--- src/rtl/wb_soc_functions_pkg.sv ---
// Shared helpers for the SoC utility blocks: width calculation and the ASCII
// constants used by the number formatters.
package wb_soc_functions;

    localparam logic [7:0] ASCII_ZERO  = 8'd48;
    localparam logic [7:0] ASCII_SPACE = 8'd32;
    localparam logic [7:0] ASCII_NINE  = 8'd57;

    // Bits needed to hold any value in 0..value-1, never less than one bit.
    function automatic int clog2_width(input int value);
        return (value <= 2) ? 1 : $clog2(value);
    endfunction

    // Decimal digits of 2^width-1. 30103/100000 approximates log10(2) closely
    // enough that no width up to 64 lands on the wrong side of an integer.
    function automatic int max_decimal_digits(input int width);
        return ((width * 30103) / 100000) + 1;
    endfunction

endpackage

--- src/rtl/wb_soc_bcd_adj3.sv ---
// Double-dabble digit correction: a BCD nibble of 5 or more gets +3 so that the
// following left shift carries correctly into the next decimal digit.
module wb_soc_bcd_adj3 (
    input  logic [3:0] digit_i,
    output logic [3:0] digit_o
);

    assign digit_o = (digit_i >= 4'd5) ? (digit_i + 4'd3) : digit_i;

endmodule

--- src/rtl/wb_soc_int2ascii.sv ---
// Sequential unsigned binary to fixed-width ASCII decimal converter using
// iterative shift-add-3, with leading-zero suppression and overflow saturation.
module wb_soc_int2ascii
    import wb_soc_functions::*;
#(
    parameter int DATA_WIDTH = 10,
    parameter int DIGITS     = 3
) (
    input  logic                                clk_i,
    input  logic                                rst_i,
    input  logic                                in_valid_i,
    output logic                                in_ready_o,
    input  logic [DATA_WIDTH-1:0]               in_data_i,
    input  logic                                in_suppress_i,
    output logic                                out_valid_o,
    input  logic                                out_ready_i,
    output logic [8*DIGITS-1:0]                 out_str_o,
    output logic [clog2_width(DIGITS+1)-1:0]    out_len_o,
    output logic                                out_ovf_o
);

    localparam int CNT_W = clog2_width(DATA_WIDTH);
    localparam int LEN_W = clog2_width(DIGITS + 1);
    localparam int BCD_W = 4 * DIGITS;
    localparam int STR_W = 8 * DIGITS;

    typedef enum logic [1:0] {
        S_IDLE,
        S_CONVERT,
        S_FORMAT,
        S_DONE
    } state_e;

    state_e               state_q;
    logic [DATA_WIDTH-1:0] shift_q;
    logic [BCD_W-1:0]     bcd_q;
    logic [CNT_W-1:0]     cnt_q;
    logic                 suppress_q;
    logic                 ovf_q;
    logic                 in_ready_q;
    logic                 out_valid_q;
    logic [STR_W-1:0]     str_q;
    logic [LEN_W-1:0]     len_q;
    logic                 ovf_out_q;

    logic [BCD_W-1:0]     bcd_adj;
    logic [BCD_W-1:0]     bcd_d;
    logic [DATA_WIDTH-1:0] shift_d;
    logic                 ovf_shift;
    logic [STR_W-1:0]     str_d;
    logic [LEN_W-1:0]     len_d;
    logic [LEN_W-1:0]     lead_zeros;
    logic                 leading;
    logic [3:0]           nib;

    for (genvar g = 0; g < DIGITS; g++) begin : g_adj
        wb_soc_bcd_adj3 u_adj (
            .digit_i (bcd_q[4*g +: 4]),
            .digit_o (bcd_adj[4*g +: 4])
        );
    end

    // The bit falling off the top digit means the value no longer fits.
    assign {ovf_shift, bcd_d, shift_d} = {bcd_adj, shift_q, 1'b0};

    // Leading zeros are counted on the top DIGITS-1 characters only, so the
    // units digit always survives and a zero value still prints as '0'.
    always_comb begin
        str_d      = '0;
        lead_zeros = '0;
        leading    = 1'b1;
        nib        = '0;
        for (int i = DIGITS - 1; i >= 0; i--) begin
            nib = bcd_q[4*i +: 4];
            if (leading && (i != 0) && (nib == 4'd0)) begin
                lead_zeros       = lead_zeros + LEN_W'(1);
                str_d[8*i +: 8] = suppress_q ? ASCII_SPACE : ASCII_ZERO;
            end else begin
                leading          = 1'b0;
                str_d[8*i +: 8] = ASCII_ZERO + {4'd0, nib};
            end
            if (ovf_q) begin
                str_d[8*i +: 8] = ASCII_NINE;
            end
        end
        len_d = ovf_q ? LEN_W'(DIGITS) : (LEN_W'(DIGITS) - lead_zeros);
    end

    always_ff @(posedge clk_i or posedge rst_i) begin
        if (rst_i) begin
            state_q     <= S_IDLE;
            shift_q     <= '0;
            bcd_q       <= '0;
            cnt_q       <= '0;
            suppress_q  <= 1'b0;
            ovf_q       <= 1'b0;
            in_ready_q  <= 1'b1;
            out_valid_q <= 1'b0;
            str_q       <= '0;
            len_q       <= '0;
            ovf_out_q   <= 1'b0;
        end else begin
            unique case (state_q)
                S_IDLE: begin
                    if (in_valid_i && in_ready_q) begin
                        shift_q    <= in_data_i;
                        suppress_q <= in_suppress_i;
                        bcd_q      <= '0;
                        ovf_q      <= 1'b0;
                        cnt_q      <= CNT_W'(DATA_WIDTH - 1);
                        in_ready_q <= 1'b0;
                        state_q    <= S_CONVERT;
                    end
                end
                S_CONVERT: begin
                    shift_q <= shift_d;
                    bcd_q   <= bcd_d;
                    ovf_q   <= ovf_q | ovf_shift;
                    if (cnt_q == '0) begin
                        state_q <= S_FORMAT;
                    end else begin
                        cnt_q <= cnt_q - CNT_W'(1);
                    end
                end
                S_FORMAT: begin
                    str_q       <= str_d;
                    len_q       <= len_d;
                    ovf_out_q   <= ovf_q;
                    out_valid_q <= 1'b1;
                    state_q     <= S_DONE;
                end
                S_DONE: begin
                    if (out_ready_i) begin
                        out_valid_q <= 1'b0;
                        in_ready_q  <= 1'b1;
                        state_q     <= S_IDLE;
                    end
                end
                default: begin
                    state_q <= S_IDLE;
                end
            endcase
        end
    end

    assign in_ready_o  = in_ready_q;
    assign out_valid_o = out_valid_q;
    assign out_str_o   = str_q;
    assign out_len_o   = len_q;
    assign out_ovf_o   = ovf_out_q;

endmodule

--- config.mk ---
export PLATFORM = sky130hd
export DESIGN_NAME = wb_soc_int2ascii
export DESIGN_NICKNAME = d
export VERILOG_FILES = /design/src/rtl/wb_soc_functions_pkg.sv /design/src/rtl/wb_soc_bcd_adj3.sv /design/src/rtl/wb_soc_int2ascii.sv
export SDC_FILE = /design/constraint.sdc
export NUM_CORES = 1
export LEC_CHECK = 0
export BUFFER_PORTS_ARGS = -buffer_cell sky130_fd_sc_hd__buf_2
export CAP_MARGIN = 10
export CORE_UTILIZATION = 39
export CTS_CLUSTER_DIAMETER = 200
export CTS_CLUSTER_SIZE = 10
export DETAILED_ROUTE_END_ITERATION = 6
export GPL_ROUTABILITY_DRIVEN = 1
export PLACE_DENSITY = 0.55
export SYNTH_ARGS = -nofsm -noshare
export SYNTH_HDL_FRONTEND = slang
export SYNTH_HIERARCHICAL = 1
export SYNTH_SLANG_ARGS = --single-unit
--- constraint.sdc ---
create_clock -name clk_i -period 2.94 [get_ports clk_i]
set_input_delay 0.294 -clock clk_i [delete_from_list [all_inputs] [get_ports clk_i]]
set_output_delay 0.294 -clock clk_i [all_outputs]
set_load 0.02 [all_outputs]
Word-level counts from Yosys, hierarchy flattened
Cells that the tools add are included.
{"block": "totals", "memories": 0, "reg_bits": 59, "romBits": 0, "input_bits": 15, "mem_bits_rw": 0, "wordCells": 76, "latch_bits": 0, "out_inout_bits": 29}
{"block": "classes", "n_reduce_logical": 15, "mul": 0, "n_eq_ne": 7, "bitwise": 1, "n_shift": 0, "magnitude_cmp": 3, "muxes": 30, "addsub": 9, "div": 0}
{"cell": "one-hot mux 12 bit (2 select lines)", "n": 1}
{"cell": "adder 6 x 4 -> 7 bit, first input constant", "n": 3}
{"cell": "two-way mux 7 bit", "n": 3}
{"cell": "two-way mux 4 bit", "n": 5}
{"cell": "one-hot mux 10 bit (2 select lines)", "n": 1}
{"cell": "two-way mux 8 bit", "n": 2}
{"cell": "adder 4 x 2 -> 4 bit, second input constant", "n": 3}
{"cell": ">= comparator 4 x 3 -> 1 bit, second input constant", "n": 3}
{"cell": "logical NOT 4 bit", "n": 3}
{"cell": "two-way mux 12 bit", "n": 1}
{"cell": "two-way mux 10 bit", "n": 1}
{"cell": "two-way mux 2 bit", "n": 5}
{"cell": "AND reduction 3 bit", "n": 3}
{"cell": "!= test 2 bit, second input constant", "n": 4}
{"cell": "one-hot mux 2 bit (4 select lines)", "n": 1}
{"cell": "one-hot mux 4 bit (2 select lines)", "n": 1}
{"cell": "one-hot mux 1 bit (2 select lines)", "n": 3}
{"cell": "AND reduction 2 bit", "n": 3}
{"cell": "nonzero test 2 bit", "n": 3}
{"cell": "two-way mux 1 bit", "n": 5}
{"cell": "two-way mux 5 bit", "n": 1}
{"cell": "equality test 2 bit, second input constant", "n": 2}
{"cell": "subtractor 4 x 1 -> 4 bit, second input constant", "n": 1}
{"cell": "adder 1 x 1 -> 2 bit, second input constant", "n": 1}
{"cell": "other kinds (5)", "n": 6}

Longest topological paths before layout
Gate-level depths: netlist of run 1.
{"block": "logic_depth", "ltp_word": 6, "ltp_mapped": 7}

Cells and area by module
The synthesis of run 1 kept the hierarchy.
{"module": "wb_soc_int2ascii", "area_per_inst_um2": 2304.7, "instances": 1, "seq_area_each_um2": 1252.5, "cells_each": 210}
{"module": "wb_soc_bcd_adj3", "area_per_inst_um2": 101.3, "instances": 3, "seq_area_each_um2": 0.0, "cells_each": 16}

Worst setup path after synthesis of run 1
OpenSTA, ideal clock, no wires.
{"block": "synth_path", "path_kind": "register -> register", "from": "register cnt_q[0]", "to": "register state_q[1]", "path_buffers": 1, "arrival_time_ps": 1691, "path_stages_with_launch": 7, "setup_time_ps": 125, "path_slack_ps": 1124, "path_cell_list": "dfrtp_1 > inv_1 > ha_1 > or3b_1 > buf_6 > a221oi_4 > mux2_4"}
{"block": "synth_via", "elab_chain_cells": 3}
{"item": "start: declaration", "line": "wb_soc_int2ascii.sv:37", "source": "logic [CNT_W-1:0] cnt_q;"}
{"item": "start signal: assignment", "line": "wb_soc_int2ascii.sv:110", "source": "cnt_q <= CNT_W'(DATA_WIDTH - 1);"}
{"item": "start signal: assignment", "line": "wb_soc_int2ascii.sv:122", "source": "cnt_q <= cnt_q - CNT_W'(1);"}
{"item": "logical NOT 4 bit", "line": "wb_soc_int2ascii.sv:119", "source": "if (cnt_q == '0) begin"}
{"item": "!= test 2 bit (no line)"}
{"item": "AND reduction 3 bit (no line)"}
{"item": "end signal: assignment", "line": "wb_soc_int2ascii.sv:120", "source": "state_q <= S_FORMAT;"}
{"item": "end signal: assignment", "line": "wb_soc_int2ascii.sv:130", "source": "state_q <= S_DONE;"}
{"item": "end signal: assignment", "line": "wb_soc_int2ascii.sv:136", "source": "state_q <= S_IDLE;"}
{"item": "end: declaration", "line": "wb_soc_int2ascii.sv:34", "source": "state_e state_q;"}
Every way passes these cells.
A chain may end at the register's enable or synchronous reset.

Worst setup path after layout of run 1
{"block": "layout_path", "from": "register state_q[1]", "to": "register cnt_q[3]"}
{"block": "layout_via", "elab_chain_cells": 3, "word_cells_on_any_way": 7, "classes_between": "eq/ne: 3; mux: 1; reduce/logical: 3"}
{"item": "start signal: assignment", "line": "wb_soc_int2ascii.sv:91", "source": "state_q <= S_IDLE;"}
{"item": "start signal: assignment", "line": "wb_soc_int2ascii.sv:112", "source": "state_q <= S_CONVERT;"}
{"item": "start signal: assignment", "line": "wb_soc_int2ascii.sv:120"}
{"item": "equality test 2 x 1 -> 1 bit / logical NOT 2 bit (equally long branches)", "line": "wb_soc_int2ascii.sv:103", "source": "unique case (state_q)"}
{"item": "!= test 2 bit (no line) / nonzero test 2 bit (equally long branches)"}
{"item": "AND reduction 3 bit (no line)"}
Parallel ways exist; a longest one is shown, timed or not.

==> out/metrics.csv, run 1 <==
stage,metric,value,unit
synth,number of synthesized register bits,50,
global_route,grt ovf,0,
global_route,global-route wire length before repair,8.47,mm
hold_path,Hold Path Class,primary input to flip-flop,
placed_design,placed standard-cell area,2800,um2
synth,ranking of synthesized cells by area,"dfrtp_1 47%, ha_1 6.2%, mux2i_1 5.4%, a22o_1 4.0%, o21ai_0 3.3%",
synth,post-synthesis sequential area ratio,48.0,%
setup_path,cells on worst reg2reg path,6,
sta,final setup margin,0.908,ns
clocking,cts-stage hold buffer count,0,
sta,minimum clock period,2.03,ns
clocking,Post-CTS Setup Repair Bufs,0,
cells_and_area,final net count,317,
floorplanning,Core ar.,6390,um2
routing,drt total wl,4.95,mm
clocking,clk_lat worst skew,0.31,ns
hold_path,cell count of the worst hold path,2,
global_route,all-layer global routing usage,15.1,%
floorplanning,Initial Utilization,40.9,%
synth,Syn. warnings,6,
global_route,pin count of the biggest net entering global routing,51,
sta,Pins Over Slew Limit,0,
synth,count of cell types in the netlist,45,
routing,DRC violations left,0,
pwr,Pwr Total,0.00304,W
sta,unrepaired setup endpoints after global routing,no,
clocking,clk root buf,clkbuf_8,
global_route,vias in the first global route,1824,
setup_path,crit path DAT,2.23,ns
global_route,initial antenna violation count,0,
sta,final hold vios,0,
run,Max Cap Viol,0,
floorplanning,die height,83.8,um
setup_path,Crit. End Element,flip-flop,
synth,predominant post-synthesis flop cell,dfrtp_1,
placed_design,DP Worst Slack,0.912,ns
sta,setup violators final,0,
cells_and_area,"Cell Count, Final, Fillers Out",367,
cells_and_area,layout cells sized above 1,20.0,%
setup_path,Worst R2R Setup Slack,0.91,ns
floorplanning,Die ar.,7020,um2
clocking,CTS H-tree lvls,2,
clocking,CTS tree,yes,
setup_path,Worst Path Max Fanout,16,
cells_and_area,"Design Area, Final",2910,um2
clocking,CTS resizes,0,
setup_path,Worst Setup Start Kind,flip-flop,
placed_design,dpl cells,359,
cells_and_area,P&R area growth vs syn,11.5,%
routing,final antenna-violating net count,0,
pwr,Worst VDD drop,0.421,mV
pwr,leakage power,1.40,nW
synth,Post-synth EDFFs,0,
setup_path,"Req. time, crit path",3.13,ns
synth,Mapped Cells,258,
routing,DR iter-0 viols,100,
routing,Routed wire per std cell,13.5,um
synth,Mapped Avg Cell Area,10.1,um2
placed_design,port bufs,37,
placed_design,GPL Wtd Cong,0.731,
floorplanning,Chip Width,83.8,um
sta,FMAX,0.492,GHz
routing,vias per inst,5.04,
routing,DR pass1 iterations,4,
placed_design,hpwl dp,3.28,mm
cells_and_area,total inserted antenna cells,0,
synth,top cell type's share of synthesized area,47.0,%
sta,relative slew slack,30.4,%
routing,Via Count,1848,
sta,worst slew pin tran,1.04,ns
floorplanning,I/O pin count,44,
sta,setup TNS,0,ns
clocking,Sink Count,50,
floorplanning,row count,29,
synth,"FFs w/ async S/R, synth",100,%
clocking,cts bufs inserted,5,
synth,Yosys top cell by area,dfrtp_1,
pwr,pwr/cell area,1050,nW/um2
clocking,clock buffer depth,2,
sta,"Period Utilization, post-route",69.1,%
synth,Syn Std Cell Area,2610,um2
run_status,status,"finished, final reports clean",
sta,Clock Skew,0.00488,ns
clocking,clock-pin slew on the worst setup and hold paths,0.09,ns
setup_path,WS Path Type,flip-flop to flip-flop,
## logic make-up (layout without fill, tap and decap cells)
family	Yosys count	in the layout	synth area share (%)
xor+xnor	3	3	1.01
other cells	1	6	0.144
buf+inv	43	70	8.11
flops	50	50	48.0
simple gates	67	67	12.5
fa+ha+maj	13	13	6.24
compound gates	64	64	17.2
mux	17	17	6.81
## routing by layer
layer  GRT usage (%)  share of wire [%]  vias to the layer above
met5               0                  0                        -
met4            4.62                1.2                        0
met3            4.15                3.2                        5
met2            25.3                 46                       25
met1            19.0                 49                      881
li1                -                  -                      937
## cell usage in the layout (no fill, tap or decap), types with 2 or more instances in the layout
cell and count:
dfrtp_1 49, buf_2 37, nand2_1 22, inv_1 21, o21ai_0 17, nor2_1 15, mux2i_1 14, ha_1 13
a22o_1 12, nand3_1 12, a21oi_1 11, nand2b_1 8, conb_1 6, clkbuf_8 5, o21ai_1 4, o22a_1 4
o22ai_1 3, a21oi_2 3, xnor2_1 3, buf_4 3, mux2_2 2, clkbuf_1 2
## per-stage QoR
stage                     utilization, %  hold slack, ns
after floorplan                        -           0.384
after global placement              43.9           0.464
after detailed placement            43.9           0.457
after CTS                           45.6           0.180
after global routing                45.6           0.192
final                               45.6           0.190
## worst max-delay path: stages (launching register included)
cell and delay [ns]:
dfrtp_1 0.42, inv_1 0.11, ha_1 0.37, buf_4 0.32, or4b_1 0.45, o21ai_0 0.16, o31ai_1 0.09
## area by class of cell
class	count	area (um2)
sequential	50	1250
multi-input combinational	170	1160
tap	77	96.3
timing repair buffer	40	208
fill	621	3480
inverter	22	82.6
clock inverter	1	30.0
clock buffer	7	76.3
## sequential cells by signal, indices dropped and copies added (netlist names)
name         cells
in_ready_o       1
cnt_q            4
suppress_q       1
shift_q         10
state_q          2
out_str_o       15
bcd_q           12
ovf_q            1
out_len_o        2
out_ovf_o        1
out_valid_o      1
## cells in the mapped netlist (2+ instances only)
library cell / n
o21ai_0: 17
clkbuf_1: 5
dfrtp_1: 49
buf_2: 4
nand3_1: 12
mux2_2: 2
a21oi_2: 3
ha_1: 13
inv_1: 22
nor2_1: 15
a21oi_1: 11
o21ai_1: 4
xnor2_1: 3
o22a_1: 4
nand2b_1: 8
o22ai_1: 3
a22o_1: 12
mux2i_1: 14
buf_4: 10
nand2_1: 22
## worst paths after layout
| kind | startpoint | endpoint |
|---|---|---|
| min in group asynchronous | rst_i | out_str_o[3]$_DFFE_PP0P_ |
| max reg2reg | state_q[1]$_DFFE_PP0P_ | cnt_q[3]$_DFFE_PP0P_ |
| min | out_ready_i | out_valid_o$_DFFE_PP0P_ |
| max | state_q[1]$_DFFE_PP0P_ | cnt_q[3]$_DFFE_PP0P_ |
| max in group asynchronous | rst_i | ovf_q$_DFFE_PP0P_ |
| min reg2reg | cnt_q[3]$_DFFE_PP0P_ | cnt_q[3]$_DFFE_PP0P_ |
## where the power goes
part           leakage (nW)  total (W)  switching (W)  internal (W)
clock                0.0524   0.000483       0.000229      0.000255
combinational         0.719    0.00142       0.000837      0.000580
sequential            0.623    0.00114       0.000194      0.000948
total                  1.40    0.00304        0.00126       0.00178
(Power assumes the default switching activity.)
==> inputs of run 2 (changes only) <==
--- a/config.mk
+++ b/config.mk
@@ -12,7 +12,7 @@
 export CTS_CLUSTER_SIZE = 10
 export DETAILED_ROUTE_END_ITERATION = 6
 export GPL_ROUTABILITY_DRIVEN = 1
-export PLACE_DENSITY = 0.55
+export PLACE_DENSITY = 0.57
 export SYNTH_ARGS = -nofsm -noshare
 export SYNTH_HDL_FRONTEND = slang
 export SYNTH_HIERARCHICAL = 1
==> constraint.sdc (replaced) <==
create_clock -name clk_i -period 1.8 [get_ports clk_i]
set_input_delay 0.18 -clock clk_i [delete_from_list [all_inputs] [get_ports clk_i]]
set_output_delay 0.18 -clock clk_i [all_outputs]
set_load 0.02 [all_outputs]
==> run 2 against run 1 <==
Core utilization rose by 2.3 points. Flip-flop and latch count did not move. Critical endpoint is now state_q[1]$_DFFE_PP0P_. Non-clock buffer count rose by 16. Largest cell class unchanged. Worst setup slack got worse by 0.87 ns.
==> out/metrics.csv, run 2 (synthesized netlist as in run 1, its figures left out) <==
stage,metric,value,unit
setup_path,Worst R2R Setup Slack,0.03,ns
run,Max Cap Viol,0,
placed_design,port bufs,37,
pwr,pwr/cell area,1710,nW/um2
sta,setup violators final,0,
floorplanning,Chip Width,83.8,um
floorplanning,Core ar.,6390,um2
cells_and_area,max reg flops,15,
floorplanning,Die ar.,7020,um2
routing,DRC violations left,0,
clocking,Sink Count,50,
cells_and_area,most frequent cells in the layout,"49 x dfrtp_1, 37 x buf_2, 22 x nand2_1, 19 x inv_1, 17 x o21ai_0",
cells_and_area,"commonest non-fill, non-tap cell in the layout",dfrtp_1,
global_route,all-layer global routing usage,16.3,%
hold_path,Hold Path Class,primary input to flip-flop,
routing,Routed wire per std cell,13.7,um
sta,unrepaired setup endpoints after global routing,yes,
routing,Via Count,1936,
global_route,pin count of the biggest net entering global routing,33,
setup_path,RR Endpoint,state_q[1]$_DFFE_PP0P_,
sta,final hold vios,0,
clocking,clk root buf,clkbuf_8,
cells_and_area,layout cells sized above 1,26.8,%
cells_and_area,P&R area growth vs syn,17.2,%
floorplanning,Initial Utilization,40.9,%
sta,FMAX,0.566,GHz
setup_path,Worst Setup Start Kind,flip-flop,
placed_design,placed standard-cell area,2910,um2
hold_path,cell count of the worst hold path,2,
cells_and_area,final net count,333,
sta,minimum clock period,1.77,ns
setup_path,worst r2r src,cnt_q[0]$_DFFE_PP0P_,
sta,final setup margin,0.0338,ns
setup_path,Crit. End Element,flip-flop,
setup_path,crit path DAT,1.97,ns
routing,final antenna-violating net count,0,
clocking,CTS tree,yes,
floorplanning,I/O pin count,44,
sta,Clock Skew,0.0103,ns
placed_design,hpwl dp,3.62,mm
clocking,clock buffer depth,2,
hold_path,Worst Hold Launch,out_ready_i,
setup_path,"Req. time, crit path",2.01,ns
routing,DR iter-0 viols,70,
setup_path,WS Path Type,flip-flop to flip-flop,
floorplanning,row count,29,
routing,DR pass1 iterations,4,
placed_design,DP Worst Slack,0.00985,ns
global_route,initial antenna violation count,0,
setup_path,cells on worst reg2reg path,5,
run_status,status,"finished, final reports clean",
cells_and_area,FILL cells,597,
placed_design,GPL Wtd Cong,0.874,
setup_path,critical path cell sequence,inv_2 > ha_4 > or3b_4 > a221oi_4 > mux2_4,
cells_and_area,"Design Area, Final",3060,um2
routing,drt total wl,5.24,mm
clocking,clk_lat worst skew,0.31,ns
hold_path,WHS Endpoint,out_valid_o$_DFFE_PP0P_,
sta,Pins Over Slew Limit,0,
setup_path,Worst Path Max Fanout,4,
sta,"Period Utilization, post-route",98.1,%
global_route,grt ovf,0,
floorplanning,die height,83.8,um
clocking,CTS H-tree lvls,2,
setup_path,Max stage delay on crit path,0.42,ns
clocking,cts bufs inserted,5,
clocking,clock-pin slew on the worst setup and hold paths,0.10,ns
setup_path,"Slowest-stage cell, CP",dfrtp_1,
pwr,Worst VDD drop,0.771,mV
pwr,leakage power,1.47,nW
global_route,global-route wire length before repair,9.06,mm
cells_and_area,total inserted antenna cells,0,
global_route,vias in the first global route,1879,
routing,vias per inst,5.05,
## run 2: layout make-up
type	instances	area, um2	share of cell area [%]
flip-flops and latches	50	1250	41.0
well taps	77	96.3	3.15
repair buffers	56	347	11.3
inverters	22	82.6	2.70
multi-input cells	170	1180	38.7
clock inverters	2	12.5	0.409
clock buffers	6	82.6	2.70
## run 2: timing repair
item	4_1_cts	5_1_grt
hold buffers	1	0
setup endpoints to repair	0	26
hold endpoints to repair	17	0
buffers inserted	0	2
resized for setup	0	8
## run 2: per-layer routing
| layer | vias up | GRT usage (%) | wire [um] |
|---|---|---|---|
| li1 | 969 | - | - |
| met1 | 929 | 22.2 | 2510 |
| met2 | 30 | 24.8 | 2460 |
| met3 | 8 | 3.86 | 182 |
| met4 | 0 | 6.47 | 84 |
| met5 | - | 0 | 0 |
## run 2: worst max path at each step
stage                                 from                     end  cells past startpoint
finish                cnt_q[0]$_DFFE_PP0P_  state_q[1]$_DFFE_PP0P_                      5
global route          cnt_q[0]$_DFFE_PP0P_  state_q[1]$_DFFE_PP0P_                      5
CTS                 state_q[0]$_DFFE_PP0P_    bcd_q[1]$_DFFE_PP0P_                      5
detailed placement    cnt_q[0]$_DFFE_PP0P_  state_q[1]$_DFFE_PP0P_                      5
global placement      cnt_q[0]$_DFFE_PP0P_  state_q[1]$_DFFE_PP0P_                      5
floorplan             cnt_q[0]$_DFFE_PP0P_  state_q[1]$_DFFE_PP0P_                      6
## run 2: stage by stage
stage                     util (%)  TNS (ns)  total power [W]  std cells  hold slack, ns
final                         47.9         0          0.00522        383          0.0690
after global routing          47.9   -0.0406          0.00566        383          0.0582
after CTS                     47.3         0          0.00517        381          0.0521
after detailed placement      45.6         0          0.00445        372           0.208
after global placement        45.6         0          0.00441        372           0.215
after floorplan                  -         0          0.00366        263           0.270
## run 2: critical path: cells and delay by family (launching register included)
family | cells | cell delay [ns]
buffers and inverters | 1 | 0.09
muxes | 1 | 0.33
and+or+nand+nor | 1 | 0.39
DFF | 1 | 0.42
adders and majority gates | 1 | 0.13
AOI/OAI and AO/OA | 1 | 0.31
## run 2: where the power goes
part / internal (W) / total [W] / switching (W)
clock: 0.000310 / 0.000704 / 0.000394
sequential: 0.00155 / 0.00185 / 0.000305
combinational: 0.00120 / 0.00266 / 0.00146
